File: src/rtl/sram_arbiter_pkg.sv
// Shared types and encodings for the two-master sram-like bus arbiter.
// Command packing: {wr, size[1:0], wstrb[3:0], addr[31:0], wdata[31:0]}.
package sram_arbiter_pkg;

  localparam int SRAM_CMD_LEN = 71;

  localparam logic SRC_INST = 1'b0;
  localparam logic SRC_DATA = 1'b1;

  typedef enum logic [1:0] {
    IDLE   = 2'd0,
    HOLD_I = 2'd1,
    HOLD_D = 2'd2
  } grant_e;

endpackage

File: src/rtl/sram_arbiter_src_fifo.sv
// One-bit synchronous FIFO recording which master issued each accepted request.
// Pointers wrap naturally because DEPTH is a power of two.
module src_fifo #(
  parameter int DEPTH = 4
) (
  input  logic                     clk,
  input  logic                     reset,
  input  logic                     i_push,
  input  logic                     i_din,
  input  logic                     i_pop,
  output logic                     o_head,
  output logic [$clog2(DEPTH):0]   o_count,
  output logic                     o_full,
  output logic                     o_empty
);

  localparam int AW = $clog2(DEPTH);
  localparam logic [AW:0] CAP = (AW+1)'(DEPTH);

  logic [DEPTH-1:0] r_mem;
  logic [AW-1:0]    r_wptr;
  logic [AW-1:0]    r_rptr;
  logic [AW:0]      r_count;
  logic             w_push;
  logic             w_pop;

  assign o_full  = (r_count == CAP);
  assign o_empty = (r_count == '0);
  assign o_head  = r_mem[r_rptr];
  assign o_count = r_count;
  assign w_push  = i_push & ~o_full;
  assign w_pop   = i_pop & ~o_empty;

  always_ff @(posedge clk or posedge reset) begin
    if (reset) begin
      r_mem   <= '0;
      r_wptr  <= '0;
      r_rptr  <= '0;
      r_count <= '0;
    end else begin
      if (w_push) begin
        r_mem[r_wptr] <= i_din;
        r_wptr        <= r_wptr + 1'b1;
      end
      if (w_pop) begin
        r_rptr <= r_rptr + 1'b1;
      end
      unique case ({w_push, w_pop})
        2'b10:   r_count <= r_count + 1'b1;
        2'b01:   r_count <= r_count - 1'b1;
        default: r_count <= r_count;
      endcase
    end
  end

endmodule

File: src/rtl/sram_arbiter.sv
// Two-master / one-slave arbiter for the sram-like bus (fetch vs. data).
// Responses are routed back in issue order using a source-tag FIFO.
module sram_arbiter
  import sram_arbiter_pkg::*;
#(
  parameter int OUTSTANDING = 4,
  parameter int MAX_STREAK  = 4
) (
  input  logic                          clk,
  input  logic                          reset,
  input  logic                          inst_req,
  input  logic [SRAM_CMD_LEN-1:0]       inst_cmd,
  output logic                          inst_addr_ok,
  output logic                          inst_data_ok,
  output logic [31:0]                   inst_rdata,
  input  logic                          data_req,
  input  logic [SRAM_CMD_LEN-1:0]       data_cmd,
  output logic                          data_addr_ok,
  output logic                          data_data_ok,
  output logic [31:0]                   data_rdata,
  output logic                          m_req,
  output logic [SRAM_CMD_LEN-1:0]       m_cmd,
  input  logic                          m_addr_ok,
  input  logic                          m_data_ok,
  input  logic [31:0]                   m_rdata,
  output logic [$clog2(OUTSTANDING):0]  outstanding,
  output logic                          err_spurious
);

  localparam int SW = $clog2(MAX_STREAK + 1);
  localparam logic [SW-1:0] STREAK_SAT = SW'(MAX_STREAK);

  grant_e          r_state;
  grant_e          w_state_nx;
  logic [SW-1:0]   r_streak;
  logic            r_err;
  logic            w_grant_d;
  logic            w_accept;
  logic            w_full;
  logic            w_empty;
  logic            w_head;

  always_comb begin
    w_state_nx = r_state;
    w_grant_d  = 1'b0;
    m_req      = 1'b0;
    unique case (r_state)
      IDLE: begin
        if (!w_full) begin
          if (data_req && !(inst_req && r_streak >= STREAK_SAT)) begin
            m_req     = 1'b1;
            w_grant_d = 1'b1;
          end else if (inst_req) begin
            m_req = 1'b1;
          end
          if (m_req && !m_addr_ok) begin
            w_state_nx = w_grant_d ? HOLD_D : HOLD_I;
          end
        end
      end
      HOLD_I: begin
        m_req = inst_req;
        if (!inst_req || m_addr_ok) w_state_nx = IDLE;
      end
      HOLD_D: begin
        m_req     = data_req;
        w_grant_d = 1'b1;
        if (!data_req || m_addr_ok) w_state_nx = IDLE;
      end
      default: w_state_nx = IDLE;
    endcase
  end

  assign m_cmd        = w_grant_d ? data_cmd : inst_cmd;
  assign w_accept     = m_req & m_addr_ok;
  assign inst_addr_ok = w_accept & ~w_grant_d;
  assign data_addr_ok = w_accept & w_grant_d;

  src_fifo #(
    .DEPTH (OUTSTANDING)
  ) u_src_fifo (
    .clk     (clk),
    .reset   (reset),
    .i_push  (w_accept),
    .i_din   (w_grant_d ? SRC_DATA : SRC_INST),
    .i_pop   (m_data_ok),
    .o_head  (w_head),
    .o_count (outstanding),
    .o_full  (w_full),
    .o_empty (w_empty)
  );

  assign inst_data_ok = m_data_ok & ~w_empty & (w_head == SRC_INST);
  assign data_data_ok = m_data_ok & ~w_empty & (w_head == SRC_DATA);
  assign inst_rdata   = m_rdata;
  assign data_rdata   = m_rdata;
  assign err_spurious = r_err;

  always_ff @(posedge clk or posedge reset) begin
    if (reset) begin
      r_state  <= IDLE;
      r_streak <= '0;
      r_err    <= 1'b0;
    end else begin
      r_state <= w_state_nx;
      if (m_data_ok && w_empty) r_err <= 1'b1;
      // Streak only grows while fetch is actually being starved.
      if (inst_addr_ok) begin
        r_streak <= '0;
      end else if (data_addr_ok) begin
        if (!inst_req) r_streak <= '0;
        else if (r_streak < STREAK_SAT) r_streak <= r_streak + 1'b1;
      end
    end
  end

endmodule

File: config.mk
export PLATFORM = sky130hd
export DESIGN_NAME = sram_arbiter
export DESIGN_NICKNAME = d
export VERILOG_FILES = /design/src/rtl/sram_arbiter_pkg.sv /design/src/rtl/sram_arbiter_src_fifo.sv /design/src/rtl/sram_arbiter.sv
export SDC_FILE = /design/constraint.sdc
export NUM_CORES = 1
export LEC_CHECK = 0
export CAP_MARGIN = 5
export CORE_AREA = 2 2 124 126
export CTS_BUF_LIST = sky130_fd_sc_hd__clkbuf_4
export CTS_CLUSTER_DIAMETER = 50
export CTS_CLUSTER_SIZE = 40
export DETAILED_ROUTE_END_ITERATION = 6
export DIE_AREA = 0 0 126 128
export DONT_BUFFER_PORTS = 1
export PLACE_DENSITY_LB_ADDON = 0.15
export SETUP_SLACK_MARGIN = 0.05
export SYNTH_ARGS = -nofsm -noshare
export SYNTH_HDL_FRONTEND = slang
export SYNTH_SLANG_ARGS = --single-unit
File: constraint.sdc
create_clock -name clk -period 2.7 [get_ports clk]
set_input_delay 0.27 -clock clk [delete_from_list [all_inputs] [get_ports clk]]
set_output_delay 0.27 -clock clk [all_outputs]
set_load 0.03 [all_outputs]
* Word level (Yosys, flattened, before mapping) *
Cells that the tools add are included.

cells by class
  add/subtract/negate cells = 5
  $mul = 0
  divide/modulo/power cells = 0
  $lt $le $gt $ge = 5
  reduce and logical (&&, ||, !) cells = 17
  shift-type cells = 0
  mux-type cells = 29
  bitwise logic cells = 11
  eq/ne operators = 10

operator list
  cell                   number
  $mux W71               1
  $mux W1                12
  $mux W3                4
  $mux W2                5
  $ne A2 B2 Y1 const B   4
  $and A1 B1 Y1          7
  $add A3 B1 Y3 const B  2
  $lt A2 B3 Y1 const B   2
  $pmux W2 S3            1
  $pmux W3 S2            1
  $logic_and A1 B1 Y1    5
  $add A2 B1 Y2 const B  2
  $bwmux W4              1
  $eq A2 B1 Y1 const B   2
  $eq A2 B2 Y1 const B   2
  $logic_not A1 Y1       4
  $not A1 Y1             4
  $reduce_and A4 Y1      1
  $reduce_bool A2 Y1     2
  $eq A3 B3 Y1 const B   1
  $ge A3 B3 Y1 const B   1
  $logic_not A3 Y1       1
  $lt A3 B3 Y1 const B   1
  $ne A3 B1 Y1 const B   1
  9 further kinds        10

word-level totals
  memories kept = 0
  latch bits = 0
  bits in writable memories = 0
  flip-flop bits (word level) = 17
  memory bits (read-only) = 0
  word-level logic and storage cells = 84
  input bits = 180

* Logic depth before layout (Yosys ltp) *
Gate-level depths: netlist (run 1).

  depth in word-level cells = 13
  depth in mapped cells = 10
  depth with buffers taken out = 9

* Hierarchy *
From an unflattened synthesis (run 1), not the netlist that was laid out.

second synthesis, totals
  cell total of the unflattened synthesis = 242
  area, all modules = 2767.7 um^2

by module, submodules not included
  module        cells each  area an instance (um^2)  times used
  sram_arbiter  187         2158.3                   1
  src_fifo      55          609.3                    1

* Worst setup path after synthesis (run 1) *
Ideal clock, no wire load.

  kind = register -> register
  from = reg u_src_fifo.r_count[2], in the netlist u_src_fifo.o_count[2]
  to = reg u_src_fifo.r_count[2], in the netlist u_src_fifo.o_count[2]
  arrival = 2.149 ns
  setup time = 0.138 ns
  path buffers = 1
  path slack = 0.414 ns
  data required time = 2.562 ns
  period minus slack after synthesis = 2.286 ns
  stages on the path, launching flop included = 11
  cell sequence = dfrtp_1 > nor3b_2 > a211oi_1 > clkbuf_1 > inv_1 > ha_1 > inv_1 > fa_1 > xor2_1 > nor2_1 > xor2_1

on the way
  longest elaborated chain between the ends = 7

ends and longest elaborated chain
  what                                                      RTL line                     source
  start: declaration                                        sram_arbiter_src_fifo.sv:23  logic [AW:0] r_count;
  start signal: assignment                                  sram_arbiter_src_fifo.sv:49  2'b10: r_count <= r_count + 1'b1;
  start signal: assignment                                  sram_arbiter_src_fifo.sv:50  2'b01: r_count <= r_count - 1'b1;
  start signal: assignment                                  sram_arbiter_src_fifo.sv:51  default: r_count <= r_count;
  $eq A3 B3 Y1                                              sram_arbiter_src_fifo.sv:27  assign o_full = (r_count == CAP);
  $mux W1                                                   sram_arbiter.sv:49           if (!w_full) begin
  $pmux W1 S3                                               sram_arbiter.sv:47           unique case (r_state)
  $and A1 B1 Y1                                             sram_arbiter.sv:75           assign w_accept = m_req & m_addr_ok;
  $and A1 B1 Y1                                             sram_arbiter_src_fifo.sv:31  assign w_push = i_push & ~o_full;
  $eq A2 B1 Y1 / $eq A2 B2 Y1 (equally long branches)       sram_arbiter_src_fifo.sv:48  unique case ({w_push, w_pop})
  $pmux W3 S2 / $reduce_bool A2 Y1 (equally long branches)  n/a

Parallel ways exist; a longest one is shown, timed or not.
A chain may end at the register's enable or synchronous reset.

* Worst setup path after layout (run 1) *
  from = reg u_src_fifo.r_count[1], in the netlist u_src_fifo.o_count[1]
  to = out m_cmd[68]

on the way
  longest elaborated chain between the ends = 4

ends and longest elaborated chain
  what              RTL line                     source
  $eq A3 B3 Y1      sram_arbiter_src_fifo.sv:27
  $mux W1           sram_arbiter.sv:49
  $pmux W1 S2       sram_arbiter.sv:47
  $mux W71          sram_arbiter.sv:74           assign m_cmd = w_grant_d ? data_cmd : inst_cmd;
  end: declaration  sram_arbiter.sv:22           output logic [SRAM_CMD_LEN-1:0] m_cmd,

Every way passes these cells.

==> run_results.csv, run 1 <==
group,metric,value,unit
placed_design,io_buffers,0,
power_and_ir_drop,max-vdd-ir-drop,0.1716,mV
clock_tree,cts_buffer_depth,2,
timing,drv_slew,0,
synth,avgSynthCellArea,10.25,sq um
critical_path,setup.worst_path.end_class,"primary output",
floorplanning,num_rows,45,
floorplanning,die_area,0.01613,sq mm
global_routing,grt_max_degree,44,
clock_tree,cts_sinks,17,
global_routing,grt_pass1_vias,1386,
critical_path,startpoint_type,"flip-flop",
floorplanning,ioPinCount,324,
synth,ys_seq_area_share,17.59,%
timing,finalSetupTns,0,ps
timing,worst-slew-pin-transition,740.6,ps
finish,regArea,426.7,sq um
critical_path,worstSetupPathType,"reg -> out",
global_routing,grt_pass1_wl,8901,um
power_and_ir_drop,p_leak,0.8858,nW
timing,fin_crit_sh,93.08,%
synth,ys_types,40,
clock_tree,cts_tree,"done",
job,drv_cap,0,
synth,synth_top_area_cell,"mux2_2",
finish,fin_util,14.78,%
synth,netlist_top_cells_area,"mux2_2 (21%), buf_4 (20%), dfrtp_1 (18%), mux2_4 (16%), ha_1 (3.1%)",
finish,syn_to_final_growth,-9.157,%
critical_path,worstSetupStartpoint,"u_src_fifo.o_count[1]$_DFFE_PP0P_",
finish,antenna_cells,0,
synth,synth_seq_cells,17,
placed_design,dp_hpwl,6084,um
critical_path,r2r_end,"u_src_fifo.o_count[2]$_DFFE_PP0P_",
power_and_ir_drop,power,2.362,mW
floorplanning,start_util,16.27,%
synth,syn-num-nets,423,
clock_tree,cts-root-buf,"clkbuf_4",
critical_path,crit_end,"m_cmd[68]",
finish,multi_input_area,0.001403,sq mm
finish,final_cell_mix,"mux2_2 (46), mux2_4 (25), dfrtp_1 (16)",
critical_path,reg2reg_from,"u_src_fifo.o_count[1]$_DFFE_PP0P_",
timing,fmax,0.3979,GHz
route,vias_per_cell,4.036,
global_routing,grt_usage,7.353,%
clock_tree,postCtsSetupBuffers,0,
timing,setup_viol,0,
timing,max_slew_margin,50.57,%
route,drc_errors,0,
clock_tree,path_clk_slew,100,ps
critical_path,regToRegSetupSlack,430,ps
synth,synth_top_area_share,21.42,%
critical_path,crit_path_max_fanout,43,
route,vias,1453,
power_and_ir_drop,p_per_area,1075,mW/mm^2
global_routing,grt_overflow,0,
route,antenna_left,0,
clock_tree,ctsHtreeMaxLevel,1,
floorplanning,chipWidth,126,um
placed_design,place_congestion,0.7513,
finish,final_common_cell,"mux2_2",
synth,syn_area,0.002419,sq mm
route,wl,7066,um
critical_path,required,2430,ps
clock_tree,numCtsBuffers,3,
floorplanning,die_y,128,um
timing,holdWs,45.81,ps
critical_path,reg2reg_depth,9,
route,drtIter0Drc,57,
timing,hold_viol,0,
global_routing,antenna_found_initial,1,
synth,netlist_instances,236,
critical_path,arrival,2240,ps
finish,drive_above_1_share,50.00,%
finish,num-nets-final,360,
finish,fillers,1685,
route,drt-wirelength-per-cell,19.63,um
timing,fin_worst_skew,12.06,ps
hold_path,hp-class,"in -> reg",
finish,postLayoutCellArea,0.002197,sq mm
timing,rsz0062_at_grt,"false",
timing,finalCriticalPeriod,2513,ps
floorplanning,core,0.01486,sq mm
clock_tree,worstSkewPairLatency,300,ps
synth,yosys_warnings,0,
run_status,status,"complete, no violations",
placed_design,place_area,0.002148,sq mm
route,first_pass_iters,4,
-- cell type report --
cell class / count / share of cell area, %
Clock buffer: 3 / 1.025
Clock inverter: 1 / 0.2278
Inverter: 13 / 2.221
Multi-Input combinational cell: 133 / 63.84
Sequential cell: 17 / 19.42
Tap cell: 188 / 10.71
Timing Repair Buffer: 5 / 2.563
-- power breakdown --
group	internal (mW)	leakage, nW	switching, mW
sequential	0.365	0.203	0.166
clock	0.0551	0.0177	0.0912
combinational	0.628	0.665	1.06
total	1.05	0.886	1.31
-- kinds of logic (layout without fill, tap and decap cells) --
family          Yosys count  in the layout  synth area share (%)
buf+inv                  86             22                 24.73
mux                      73             73                 38.28
simple gates             24             24                 6.001
flops                    17             17                 17.59
xor+xnor                  6              6                 2.173
fa+ha+maj                 7              7                 3.932
compound gates           23             23                 7.294
-- cells in the mapped netlist, drive strengths merged --
cell type,instances
nand2b,3
a41o,1
o21a,1
nor2,5
inv,13
and2,3
a32oi,1
a31oi,4
a32o,1
buf,72
o21ai,4
dfrtp,17
or4b,2
a211oi,1
nor3b,1
a21o,1
o32a,1
nor3,2
mux4,1
and3b,1
nand2,5
xnor2,4
o2bb2ai,1
ha,6
o32ai,1
a22o,1
mux2,71
xor2,2
clkbuf,1
a21oi,5
nor2b,1
mux2i,1
and3,1
fa,1
-- per-layer routing --
layer  vias to the layer above  GRT usage, %  share of wire [%]
li1                        626             -                  -
met1                       666         9.132                 38
met2                       143         11.76                 48
met3                        16         2.588                 10
met4                         2         2.715                3.1
met5                         -             0               0.18
-- what timing repair did --
| item | in CTS | in global routing |
|---|---|---|
| hold endpoints to repair | 17 | 0 |
| resized for setup | 2 | 1 |
| endpoints found under the setup margin | 34 | 27 |
| hold buffers | 1 | 0 |
-- registers in the layout, indices dropped and copies added, names as in the netlist --
signal,flops
u_src_fifo.r_rptr,2
u_src_fifo.o_count,3
u_src_fifo.r_mem,4
r_streak,3
err_spurious,1
u_src_fifo.r_wptr,2
r_state,2
-- metrics by stage --
step | instances | setup slack, ps
2_1_floorplan | 236 | 413.8
3_3_place_gp | 355 | 344.0
3_5_place_dp | 355 | 318.1
4_1_cts | 360 | 98.95
5_1_grt | 360 | 79.38
6_report | 360 | 186.7
-- worst min-delay path by stage --
| stage | slack [ps] | end | from | depth (start not counted) |
|---|---|---|---|---|
| global route | 30 | r_state[0]$_DFFE_PP0P_ | m_addr_ok | 1 |
| CTS | 20 | r_state[0]$_DFFE_PP0P_ | m_addr_ok | 1 |
| finish | 50 | r_state[0]$_DFFE_PP0P_ | m_addr_ok | 1 |
| detailed placement | 340 | u_src_fifo.r_mem[3]$_DFFE_PP0P_ | reset | 1 |
| global placement | 340 | u_src_fifo.r_mem[3]$_DFFE_PP0P_ | reset | 1 |
| floorplan | 200 | err_spurious$_DFFE_PP0P_ | reset | 1 |
-- critical path, stage by stage, from the launching register on --
cell     delay, ps
dfrtp_1        570
nor3b_4        340
o32a_2         250
buf_12         260
mux2_2         480
No activity file was read; power rests on OpenSTA's default activity.
==> run 2, diff against run 1 <==
Settings changed: ABC_AREA set to 1.
==> run_results.csv, run 2 <==
group,metric,value,unit
run_status,status,"complete, no violations",
clock_tree,path_clk_slew,110,ps
clock_tree,cts_buffer_depth,2,
placed_design,io_buffers,0,
global_routing,grt_max_degree,80,
timing,worst-slew-pin-transition,721.1,ps
timing,max_slew_margin,51.87,%
critical_path,setup.worst_path.end_class,"primary output",
finish,fillers,1672,
synth,synth_top_area_share,37.73,%
floorplanning,die_area,0.01613,sq mm
power_and_ir_drop,power,6.272,mW
critical_path,reg2reg_from,"u_src_fifo.o_count[2]$_DFFE_PP0P_",
critical_path,arrival,2100,ps
synth,synth_ff_type,"dfrtp_1",
floorplanning,chipWidth,126,um
floorplanning,start_util,16.33,%
finish,num-nets-final,603,
route,wl,12930,um
global_routing,grt_pass1_wl,16750,um
floorplanning,die_y,128,um
power_and_ir_drop,p_per_area,1836,mW/mm^2
finish,fin_cells,603,
global_routing,grt_overflow,0,
synth,ys_types,27,
finish,final_common_cell,"nand2_1",
synth,netlist_instances,418,
timing,fin_crit_sh,87.61,%
critical_path,reg2reg_depth,10,
power_and_ir_drop,p_leak,1.827,nW
synth,post-synth-top-count-cell,"nand2_1",
critical_path,regToRegSetupSlack,360,ps
finish,top_register,"u_src_fifo.r_mem",
placed_design,dp_hpwl,11400,um
route,first_pass_iters,4,
floorplanning,core,0.01486,sq mm
critical_path,crit_end,"m_cmd[3]",
finish,syn_to_final_growth,40.72,%
finish,antenna_cells,0,
finish,largest_reg_flops,4,
route,drtIter0Drc,124,
critical_path,crit_chain,"nand3_4 -> nand2_2 -> nand2_4 -> inv_4 -> buf_12 -> nand2_1 -> nand2_1 -> buf_12",
critical_path,slowest_stage,"dfrtp_1",
critical_path,slowest_delay,620,ps
hold_path,hold_depth,1,
clock_tree,numCtsBuffers,3,
global_routing,antenna_found_initial,1,
job,drv_cap,0,
hold_path,hp-class,"in -> reg",
clock_tree,cts_tree,"done",
route,vias_per_cell,4.141,
floorplanning,ioPinCount,324,
synth,synth_seq_cells,17,
finish,drive_above_1_share,21.93,%
timing,finalSetupTns,0,ps
timing,drv_slew,0,
route,drc_errors,0,
critical_path,r2r_end,"u_src_fifo.o_count[2]$_DFFE_PP0P_",
critical_path,startpoint_type,"flip-flop",
synth,synth.top_cells.by_count,"nand2_1 (244), buf_4 (71), dfrtp_1 (17)",
global_routing,grt_pass1_vias,2277,
placed_design,place_congestion,0.7544,
floorplanning,num_rows,45,
route,vias,2497,
finish,postLayoutCellArea,0.003416,sq mm
timing,fmax,0.4228,GHz
timing,fin_worst_skew,7.278,ps
global_routing,grt_usage,14.50,%
route,dr_wl_met3,2844,um
route,routed.top_layer,"met5",
route,route.layer.met1.wl,4376,um
clock_tree,cts_sinks,17,
route,drt-wirelength-per-cell,21.45,um
critical_path,crit_path_max_fanout,47,
power_and_ir_drop,max-vdd-ir-drop,0.4883,mV
route,antenna_left,0,
clock_tree,cts_resized,0,
timing,hold_viol,0,
synth,yosys_warnings,0,
critical_path,worstSetupStartpoint,"u_src_fifo.o_count[2]$_DFFE_PP0P_",
timing,finalCriticalPeriod,2365,ps
placed_design,place_area,0.003376,sq mm
route,wl_met2,5673,um
clock_tree,cts-root-buf,"clkbuf_4",
synth,ys_seq_area_share,17.53,%
critical_path,worstSetupPathType,"reg -> out",
timing,setup_viol,0,
clock_tree,ctsHtreeMaxLevel,1,
finish,final_cell_mix,"nand2_1 (244), buf_12 (61), dfrtp_1 (17)",
synth,synth_top_area_cell,"nand2_1",
synth,async_flop_share,100.0,%
synth,netlist_top_cells_area,"nand2_1 (38%), buf_4 (22%), dfrtp_1 (18%), ha_1 (3.1%), inv_1 (2.2%)",
critical_path,required,2430,ps
timing,rsz0062_at_grt,"false",
clock_tree,worstSkewPairLatency,290,ps
synth,syn_area,0.002427,sq mm
synth,syn-num-nets,605,
synth,synth_edf_count,0,
placed_design,post-place-cells,598,
synth,avgSynthCellArea,5.807,sq um
==> run 2: cell count changes after synthesis, sizes merged, moves of 3 or more <==
cell	before	now
nor2	5	14
xnor2	4	1
mux2	71	0
a31oi	4	0
buf	72	80
nand2b	3	0
inv	13	19
nand2	5	250
nand3	0	10
nand4	0	4
==> run 2: cell type report <==
type / instances / area [sq um] / area share (%)
timing repair buffer: 73 / 1314 / 38.46
clock buffer: 4 / 30.03 / 0.8791
sequential: 17 / 425.4 / 12.45
inverter: 19 / 73.82 / 2.161
multi-input combinational: 302 / 1338 / 39.16
tap: 188 / 235.2 / 6.886
==> run 2: critical path, delay by kind of cell (launching register included) <==
family | cells | cell delay (ps)
flops | 1 | 620
simple gates | 5 | 660
buf+inv | 3 | 510
==> run 2: stage by stage <==
| stage | setup WS, ps | utilization, % | hold WS, ps |
|---|---|---|---|
| 3_5_place_dp | 357.7 | 22.71 | 320.0 |
| 6_report | 334.6 | 22.98 | 164.3 |
| 5_1_grt | 146.8 | 22.98 | 158.9 |
| 3_3_place_gp | 388.5 | 22.71 | 319.5 |
| 4_1_cts | 315.9 | 22.98 | 157.3 |
| 2_1_floorplan | 483.8 | - | 196.1 |
==> run 2: power by group <==
part | switching, mW | internal, mW | total [mW]
Sequential | 0.118 | 0.365 | 0.482
Clock | 0.0861 | 0.0674 | 0.154
Combinational | 3.21 | 2.43 | 5.64
==> run 2: cells by family (layout without fill, tap and decap cells) <==
kind of cell | count (synthesis) | in the layout | synth area share [%]
flops | 17 | 17 | 17.53
xor+xnor | 4 | 4 | 1.444
compound gates | 11 | 11 | 2.783
fa+ha+maj | 7 | 7 | 3.917
simple gates | 280 | 280 | 46.96
buf+inv | 99 | 96 | 27.37
==> run 2: how the worst min path moves through the flow <==
stage          slack (ps)      start                              end
2_1_floorplan         200      reset         err_spurious$_DFFE_PP0P_
3_3_place_gp          320      reset          r_streak[2]$_DFFE_PP0P_
3_5_place_dp          320      reset          r_streak[2]$_DFFE_PP0P_
4_1_cts               160  m_addr_ok  u_src_fifo.r_mem[2]$_DFFE_PP0P_
5_1_grt               160  m_addr_ok  u_src_fifo.r_mem[2]$_DFFE_PP0P_
6_report              160  m_data_ok         err_spurious$_DFFE_PP0P_
==> run 2: timing repair <==
item,in CTS,in global routing
endpoints found under the hold margin,17,0
hold buffers,1,0
buffers inserted,0,0
==> run 2: per-layer routing <==
metal,vias to the layer above,GRT usage (%)
met5,-,0
met4,2,1.228
met3,4,14.23
met2,206,21.51
met1,1092,15.45
li1,1193,-
